==> src/rtl/comm_slave_if.sv <==
// Core-side handshake bundle for the comm_slave command/response endpoint.
interface comm_slave_if;
  logic [15:0] cmd;
  logic        cmd_rdy;
  logic        clr_cmd_rdy;
  logic [7:0]  resp;
  logic        send_resp;
  logic        tx_busy;
  logic        resp_sent;
  logic        frame_err;

  modport slave (
    output cmd, cmd_rdy, tx_busy, resp_sent, frame_err,
    input  clr_cmd_rdy, resp, send_resp
  );

  modport master (
    input  cmd, cmd_rdy, tx_busy, resp_sent, frame_err,
    output clr_cmd_rdy, resp, send_resp
  );
endinterface

==> src/rtl/comm_slave.sv <==
// Far-end endpoint of the two-byte UART command link: 8N1 RX engine,
// high/low byte assembler with inter-byte timeout, and 8N1 response TX engine.
//
// state         | meaning
// RX_IDLE       | line idle, waiting for a 1->0 edge
// RX_START      | counting to start-bit centre, reject glitches
// RX_DATA       | sampling 8 data bits, LSB first
// RX_STOP       | sampling stop bit, emits byte_valid or frame_err
// AS_WAIT_HIGH  | waiting for the command high byte
// AS_WAIT_LOW   | high byte held, timeout running, waiting for low byte
// TX_IDLE       | line high, may accept send_resp
// TX_START      | driving start bit
// TX_DATA       | driving 8 data bits, LSB first
// TX_STOP       | driving stop bit
module comm_slave #(
  parameter int BAUD_DIV = 2604,
  parameter int TIMEOUT  = 52080
) (
  input  logic  clk,
  input  logic  rst_n,
  input  logic  RX,
  output logic  TX,
  comm_slave_if.slave bus
);

  localparam int CW = $clog2(BAUD_DIV + 1);
  localparam int TW = $clog2(TIMEOUT + 1);
  localparam logic [CW-1:0] BAUD_FULL = CW'(BAUD_DIV);
  localparam logic [CW-1:0] BAUD_HALF = CW'(BAUD_DIV / 2);
  localparam logic [TW-1:0] TO_LOAD   = TW'(TIMEOUT);

  typedef enum logic [1:0] {RX_IDLE, RX_START, RX_DATA, RX_STOP} rx_state_t;
  typedef enum logic       {AS_WAIT_HIGH, AS_WAIT_LOW} as_state_t;
  typedef enum logic [1:0] {TX_IDLE, TX_START, TX_DATA, TX_STOP} tx_state_t;

  logic rx_s1, rx_s2, rx_prev;
  rx_state_t rx_state, rx_state_nxt;
  logic [CW-1:0] rx_cnt;
  logic [2:0]    rx_bit;
  logic [7:0]    rx_shift;
  logic          byte_valid, frame_err_q;
  logic          rx_fall, rx_tick;

  as_state_t as_state, as_state_nxt;
  logic [7:0]    hi_byte;
  logic [TW-1:0] to_cnt;
  logic [15:0]   cmd_q;
  logic          cmd_rdy_q, cmd_done;

  tx_state_t tx_state, tx_state_nxt;
  logic [CW-1:0] tx_cnt;
  logic [2:0]    tx_bit;
  logic [7:0]    tx_shift;
  logic          tx_q, busy_q, sent_q;
  logic          tx_accept, tx_tick;

  assign rx_fall   = rx_prev & ~rx_s2;
  assign rx_tick   = (rx_cnt == CW'(1));
  assign tx_tick   = (tx_cnt == CW'(1));
  assign tx_accept = (tx_state == TX_IDLE) && !busy_q && bus.send_resp;
  assign cmd_done  = (as_state == AS_WAIT_LOW) && byte_valid;

  // Two-flop synchronizer on RX plus one more stage for edge detection.
  always_ff @(posedge clk or negedge rst_n) begin
    if (!rst_n) begin
      rx_s1   <= 1'b1;
      rx_s2   <= 1'b1;
      rx_prev <= 1'b1;
    end else begin
      rx_s1   <= RX;
      rx_s2   <= rx_s1;
      rx_prev <= rx_s2;
    end
  end

  // RX engine state register.
  always_ff @(posedge clk or negedge rst_n) begin
    if (!rst_n) rx_state <= RX_IDLE;
    else        rx_state <= rx_state_nxt;
  end

  // RX engine next-state logic.
  always_comb begin
    rx_state_nxt = rx_state;
    case (rx_state)
      RX_IDLE:  if (rx_fall) rx_state_nxt = RX_START;
      RX_START: if (rx_tick) rx_state_nxt = rx_s2 ? RX_IDLE : RX_DATA;
      RX_DATA:  if (rx_tick && rx_bit == 3'd7) rx_state_nxt = RX_STOP;
      RX_STOP:  if (rx_tick) rx_state_nxt = RX_IDLE;
      default:  rx_state_nxt = RX_IDLE;
    endcase
  end

  // RX bit timing, data shift and stop-bit strobes.
  always_ff @(posedge clk or negedge rst_n) begin
    if (!rst_n) begin
      rx_cnt      <= '0;
      rx_bit      <= '0;
      rx_shift    <= '0;
      byte_valid  <= 1'b0;
      frame_err_q <= 1'b0;
    end else begin
      byte_valid  <= 1'b0;
      frame_err_q <= 1'b0;
      if (rx_state == RX_IDLE) begin
        if (rx_fall) begin
          rx_cnt <= BAUD_HALF;
          rx_bit <= '0;
        end
      end else if (rx_tick) begin
        rx_cnt <= BAUD_FULL;
        if (rx_state == RX_DATA) begin
          rx_shift <= {rx_s2, rx_shift[7:1]};
          rx_bit   <= rx_bit + 3'd1;
        end
        if (rx_state == RX_STOP) begin
          byte_valid  <= rx_s2;
          frame_err_q <= ~rx_s2;
        end
      end else begin
        rx_cnt <= rx_cnt - CW'(1);
      end
    end
  end

  // Assembler state register.
  always_ff @(posedge clk or negedge rst_n) begin
    if (!rst_n) as_state <= AS_WAIT_HIGH;
    else        as_state <= as_state_nxt;
  end

  // Assembler next-state: low byte, timeout expiry or a bad frame all end WAIT_LOW.
  always_comb begin
    as_state_nxt = as_state;
    case (as_state)
      AS_WAIT_HIGH: if (byte_valid) as_state_nxt = AS_WAIT_LOW;
      AS_WAIT_LOW:  if (byte_valid || frame_err_q || to_cnt == TW'(1))
                      as_state_nxt = AS_WAIT_HIGH;
      default:      as_state_nxt = AS_WAIT_HIGH;
    endcase
  end

  // High-byte capture, timeout down-counter and command/ready registers.
  always_ff @(posedge clk or negedge rst_n) begin
    if (!rst_n) begin
      hi_byte   <= '0;
      to_cnt    <= '0;
      cmd_q     <= '0;
      cmd_rdy_q <= 1'b0;
    end else begin
      if (as_state == AS_WAIT_HIGH && byte_valid) begin
        hi_byte <= rx_shift;
        to_cnt  <= TO_LOAD;
      end else if (as_state == AS_WAIT_LOW) begin
        to_cnt <= to_cnt - TW'(1);
      end
      if (cmd_done) begin
        cmd_q     <= {hi_byte, rx_shift};
        cmd_rdy_q <= 1'b1;
      end else if (bus.clr_cmd_rdy) begin
        cmd_rdy_q <= 1'b0;
      end
    end
  end

  // TX engine state register.
  always_ff @(posedge clk or negedge rst_n) begin
    if (!rst_n) tx_state <= TX_IDLE;
    else        tx_state <= tx_state_nxt;
  end

  // TX engine next-state logic.
  always_comb begin
    tx_state_nxt = tx_state;
    case (tx_state)
      TX_IDLE:  if (tx_accept) tx_state_nxt = TX_START;
      TX_START: if (tx_tick) tx_state_nxt = TX_DATA;
      TX_DATA:  if (tx_tick && tx_bit == 3'd7) tx_state_nxt = TX_STOP;
      TX_STOP:  if (tx_tick) tx_state_nxt = TX_IDLE;
      default:  tx_state_nxt = TX_IDLE;
    endcase
  end

  // TX datapath; line, busy and done are registered one cycle behind the state.
  always_ff @(posedge clk or negedge rst_n) begin
    if (!rst_n) begin
      tx_cnt   <= '0;
      tx_bit   <= '0;
      tx_shift <= '0;
      tx_q     <= 1'b1;
      busy_q   <= 1'b0;
      sent_q   <= 1'b0;
    end else begin
      tx_q   <= (tx_state == TX_START) ? 1'b0 :
                (tx_state == TX_DATA)  ? tx_shift[0] : 1'b1;
      busy_q <= (tx_state != TX_IDLE);
      sent_q <= busy_q && (tx_state == TX_IDLE);
      if (tx_accept) begin
        tx_shift <= bus.resp;
        tx_cnt   <= BAUD_FULL;
        tx_bit   <= '0;
      end else if (tx_state != TX_IDLE) begin
        if (tx_tick) begin
          tx_cnt <= BAUD_FULL;
          if (tx_state == TX_DATA) begin
            tx_shift <= {1'b0, tx_shift[7:1]};
            tx_bit   <= tx_bit + 3'd1;
          end
        end else begin
          tx_cnt <= tx_cnt - CW'(1);
        end
      end
    end
  end

  assign TX            = tx_q;
  assign bus.cmd       = cmd_q;
  assign bus.cmd_rdy   = cmd_rdy_q;
  assign bus.tx_busy   = busy_q;
  assign bus.resp_sent = sent_q;
  assign bus.frame_err = frame_err_q;

endmodule

==> src/flat_wrapper.sv <==
// flat-port wrapper written by rule: the top's interface ports become plain ports
module comm_slave_flat 
#(
  parameter int BAUD_DIV = 2604,
  parameter int TIMEOUT  = 52080
)
  (clk, rst_n, RX, TX, bus_cmd, bus_cmd_rdy, bus_tx_busy, bus_resp_sent, bus_frame_err, bus_clr_cmd_rdy, bus_resp, bus_send_resp);
  comm_slave_if bus_i ();
  input  logic clk;
  input  logic rst_n;
  input  logic RX;
  output logic TX;
  output wire logic [$bits(bus_i.cmd)-1:0] bus_cmd;
  output wire logic [$bits(bus_i.cmd_rdy)-1:0] bus_cmd_rdy;
  output wire logic [$bits(bus_i.tx_busy)-1:0] bus_tx_busy;
  output wire logic [$bits(bus_i.resp_sent)-1:0] bus_resp_sent;
  output wire logic [$bits(bus_i.frame_err)-1:0] bus_frame_err;
  input wire logic [$bits(bus_i.clr_cmd_rdy)-1:0] bus_clr_cmd_rdy;
  input wire logic [$bits(bus_i.resp)-1:0] bus_resp;
  input wire logic [$bits(bus_i.send_resp)-1:0] bus_send_resp;
  assign bus_cmd = bus_i.cmd;
  assign bus_cmd_rdy = bus_i.cmd_rdy;
  assign bus_tx_busy = bus_i.tx_busy;
  assign bus_resp_sent = bus_i.resp_sent;
  assign bus_frame_err = bus_i.frame_err;
  assign bus_i.clr_cmd_rdy = bus_clr_cmd_rdy;
  assign bus_i.resp = bus_resp;
  assign bus_i.send_resp = bus_send_resp;
  comm_slave #(.BAUD_DIV(BAUD_DIV), .TIMEOUT(TIMEOUT)) u_core (.clk(clk), .rst_n(rst_n), .RX(RX), .TX(TX), .bus(bus_i));
endmodule
==> config.mk <==
export PLATFORM = sky130hd
export DESIGN_NAME = comm_slave_flat
export DESIGN_NICKNAME = d
export VERILOG_FILES = /design/src/rtl/comm_slave_if.sv /design/src/rtl/comm_slave.sv /design/src/flat_wrapper.sv
export SDC_FILE = /design/constraint.sdc
export NUM_CORES = 1
export LEC_CHECK = 0
export ABC_CLOCK_PERIOD_IN_PS = 2500
export BUFFER_PORTS_ARGS = -buffer_cell sky130_fd_sc_hd__buf_2
export CORE_ASPECT_RATIO = 1.4
export CORE_MARGIN = 10
export CORE_UTILIZATION = 60
export DETAILED_ROUTE_END_ITERATION = 8
export PLACE_DENSITY_LB_ADDON = 0.25
export SYNTH_ARGS = -nofsm -noshare
export SYNTH_HDL_FRONTEND = slang
export SYNTH_SLANG_ARGS = --single-unit
==> constraint.sdc <==
create_clock -name clk -period 2.5 [get_ports clk]
set_clock_uncertainty 0.2 [all_clocks]
set_input_delay 0 -clock clk [delete_from_list [all_inputs] [get_ports clk]]
set_output_delay 0 -clock clk [all_outputs]
set_load 0.02 [all_outputs]
==> key figures <==
Timing
  – Worst Max-Slew Pin Slew: 1060 ps
  – Max_slew headroom: 29.1%
  – Worst hold margin: 0.525 ps
  – Slew Limit Fails: 0
  – Final Setup Violations: 0
  – Final critical-path share of the clock period: 88.6%
  – RSZ-0062 raised after global routing: false
  – Post-route setup TNS: 0 ps
  – Max frequency: 451 MHz
  – Clock period minus worst slack: 2220 ps
  – Final WS setup: 284 ps
  – Final Hold Fails: 0

Global routing
  – First-pass GRT wire length: 16.5 mm
  – GRT busiest layer: met2
  – GR Layer Usage met1: 19.7%
  – Vias in the first global route: 3478
  – Number of antenna violations at the first check in global routing: 0
  – Met2 Usage GRT: 29.4%
  – Grt total ovfl: 0
  – Largest net degree at the start of global routing: 33
  – GRT Util Overall: 16.9%
  – Grt met3 use: 3.05%

Final layout
  – Most frequent cells in the layout: 96 x dfrtp_1, 51 x nand2_1, 34 x mux2_2
  – Leading cell type in the layout, fill and taps excluded: dfrtp_1
  – Final cell count without fillers: 586
  – Final net count: 511
  – Layout area overhead: 12.8%
  – Layout Utilization: 69.4%
  – Multi-input gate area: 0.00211 mm2
  – Diodes inserted: 0
  – FF/Latch Area: 0.00251 mm2
  – Fill count: 570
  – Share of layout cells above drive strength 1: 24.1%

Drt
  – Total wire length: 9.51 mm
  – # DRC: 0
  – Routed Antenna Nets: 0
  – Drt wl/cell: 16.2 um
  – Initial DRC Count: 134
  – 1st-pass router iterations: 6
  – Drt via density: 5.82
  – Via count: 3408

Critical path
  – Reg2reg path depth: 4
  – FF-to-FF Start: u_core.tx_cnt[7]
  – Crit. End Element: flop
  – WP data arrival: 2270 ps
  – Reg2reg end: u_core.tx_bit[0]
  – Startpoint types: flop
  – WS Path Type: flop to flop
  – Worst EP required: 2550 ps
  – Worst-path fanout max: 11
  – Flop2flop setup slack: 280 ps

CTS
  – Max clock buf depth: 2
  – Post-CTS setup buffers: 0
  – CTS Buf Count: 9
  – Skew-Pair Late Insertion Delay: 370 ps
  – Clk root buf: clkbuf_8
  – CTS tree: yes
  – Worst-path clk slew: 100 ps
  – CTS sink count: 100
  – Htree depth: 3

Synthesis
  – Ys flop type: dfrtp_1
  – Async SR Flop Fraction: 100%
  – Sequential fraction of the synthesis area: 52.6%
  – Avg Cell Area, Syn: 11.2 um2
  – Post-Synthesis Cells: 427
  – Yosys Warn Count: 0
  – Number of synthesized flops with an enable pin: 0
  – Distinct cell type count after synthesis: 60
  – Post-Syn Nets: 455
  – Netlist Area Pre-Place: 0.00477 mm2
  – Synth Register Bits: 100

Placement
  – PortBufs: 33
  – RD Place Congestion: 0.845
  – Dpl hpwl: 6.79 mm
  – Pre-CTS setup slack: 304 ps
  – Cells after DPL: 560

Floorplanning
  – Starting Density: 61.6%
  – Die W: 95.4 um
  – Cell Rows: 38
  – Die area: 0.0120 mm2
  – Core area: 0.00775 mm2
  – I/O pins: 34
  – Die Ht: 126 um

Pwr
  – LEAKAGE: 2.59 nW
  – VDD IR max: 0.330 mV
  – PwrDens: 617 mW/mm2

Flow run
  – Max_cap viols: 0

Hold path
  – Tightest Hold Check Type: primary input to asynchronous set/reset pin

Outcome
  – Run status: finished, final reports clean
-- critical path, stage by stage (launching register included) --
cell     delay [ps]
dfrtp_1         460
nor4_4          490
and3_1          300
a31o_4          300
mux2_2          360
-- repair_timing --
item | 4_1_cts | 5_1_grt
endpoints found under the hold margin | 106 | 0
resized for setup | 0 | 0
hold buffers | 12 | 0
-- flip-flops by register name, indices dropped and copies added, names as in the netlist, 2 cells and up, named ones only --
name,cells
u_core.bus.cmd,16
u_core.hi_byte,8
u_core.tx_cnt,12
u_core.tx_shift,8
u_core.tx_bit,3
u_core.tx_state,2
u_core.rx_cnt,12
u_core.rx_shift,8
u_core.to_cnt,16
u_core.rx_bit,3
-- where the power goes --
| group | internal (mW) | leakage [nW] | switching (mW) |
|---|---|---|---|
| combinational | 0.235 | 1.20 | 0.287 |
| clock | 0.387 | 0.0852 | 0.546 |
| sequential | 1.72 | 1.30 | 0.141 |
-- synth_stat cells (all sizes together), types with 2 or more instances --
| library cell | instances | area, um2 |
|---|---|---|
| a211oi | 2 | 15.0 |
| a21oi | 10 | 50.1 |
| a22o | 2 | 17.5 |
| a31o | 2 | 26.3 |
| a31oi | 13 | 87.6 |
| and2 | 3 | 18.8 |
| and3 | 3 | 18.8 |
| and4b | 2 | 20.0 |
| buf | 4 | 41.3 |
| clkbuf | 7 | 26.3 |
| dfrtp | 96 | 2400 |
| dfstp | 4 | 105 |
| ha | 15 | 188 |
| inv | 22 | 82.6 |
| mux2 | 40 | 473 |
| mux2i | 10 | 100 |
| nand2 | 51 | 191 |
| nand2b | 6 | 37.5 |
| nand3 | 9 | 45.0 |
| nand3b | 2 | 15.0 |
| nand4 | 5 | 37.5 |
| nand4b | 2 | 17.5 |
| nor2 | 29 | 111 |
| nor2b | 4 | 25.0 |
| nor3 | 11 | 60.1 |
| nor3b | 3 | 27.5 |
| nor4 | 7 | 88.8 |
| o21a | 2 | 15.0 |
| o21ai | 25 | 125 |
| o22a | 3 | 26.3 |
| o22ai | 3 | 18.8 |
| o2bb2ai | 3 | 26.3 |
| o31ai | 5 | 37.5 |
| o41ai | 2 | 17.5 |
| or2 | 2 | 12.5 |
| or3 | 2 | 12.5 |
| or4 | 3 | 22.5 |
| xnor2 | 2 | 17.5 |
-- per-layer routing --
metal  routed length, um  vias to the layer above
li1                    -                     1637
met1                3790                     1690
met2                5160                       66
met3                 350                       15
met4                 210                        0
met5                   0                        -
-- area by class of cell --
type | count | area share [%]
clock buffer | 10 | 2.56
clock inverter | 4 | 0.628
inverter | 22 | 1.53
multi-input combinational | 294 | 39.3
sequential | 100 | 46.6
tap | 100 | 2.33
timing repair buffer | 56 | 7.07
-- per-stage QoR --
| step | total power, mW | cell area [um2] |
|---|---|---|
| after floorplan | 2.20 | 4770 |
| after global placement | 2.35 | 5080 |
| after detailed placement | 2.39 | 5080 |
| after CTS | 3.33 | 5380 |
| after global routing | 3.50 | 5380 |
| final | 3.32 | 5380 |
-- worst max-delay path by stage --
stage                       start                  to  slack, ps  cells past startpoint
5_1_grt          u_core.rx_cnt[1]                flop        170                      6
6_report         u_core.tx_cnt[7]    u_core.tx_bit[0]        280                      4
2_1_floorplan    u_core.tx_cnt[7]  u_core.tx_shift[1]        490                      5
3_3_place_gp   u_core.tx_state[0]    u_core.tx_bit[0]        380                      6
3_5_place_dp     u_core.tx_cnt[7]    u_core.tx_bit[0]        300                      4
4_1_cts          u_core.tx_cnt[7]    u_core.tx_bit[0]        280                      4
-- logic make-up (layout without fill, tap and decap cells) --
| logic type | Yosys count | after routing | share of synthesized area [%] |
|---|---|---|---|
| flops | 100 | 100 | 52.6 |
| fa+ha+maj | 15 | 15 | 3.93 |
| buf+inv | 33 | 92 | 3.15 |
| xor+xnor | 3 | 3 | 0.551 |
| simple gates | 146 | 146 | 16.5 |
| compound gates | 80 | 80 | 11.3 |
| mux | 50 | 50 | 12.0 |
No activity file was read; power rests on OpenSTA's default activity.
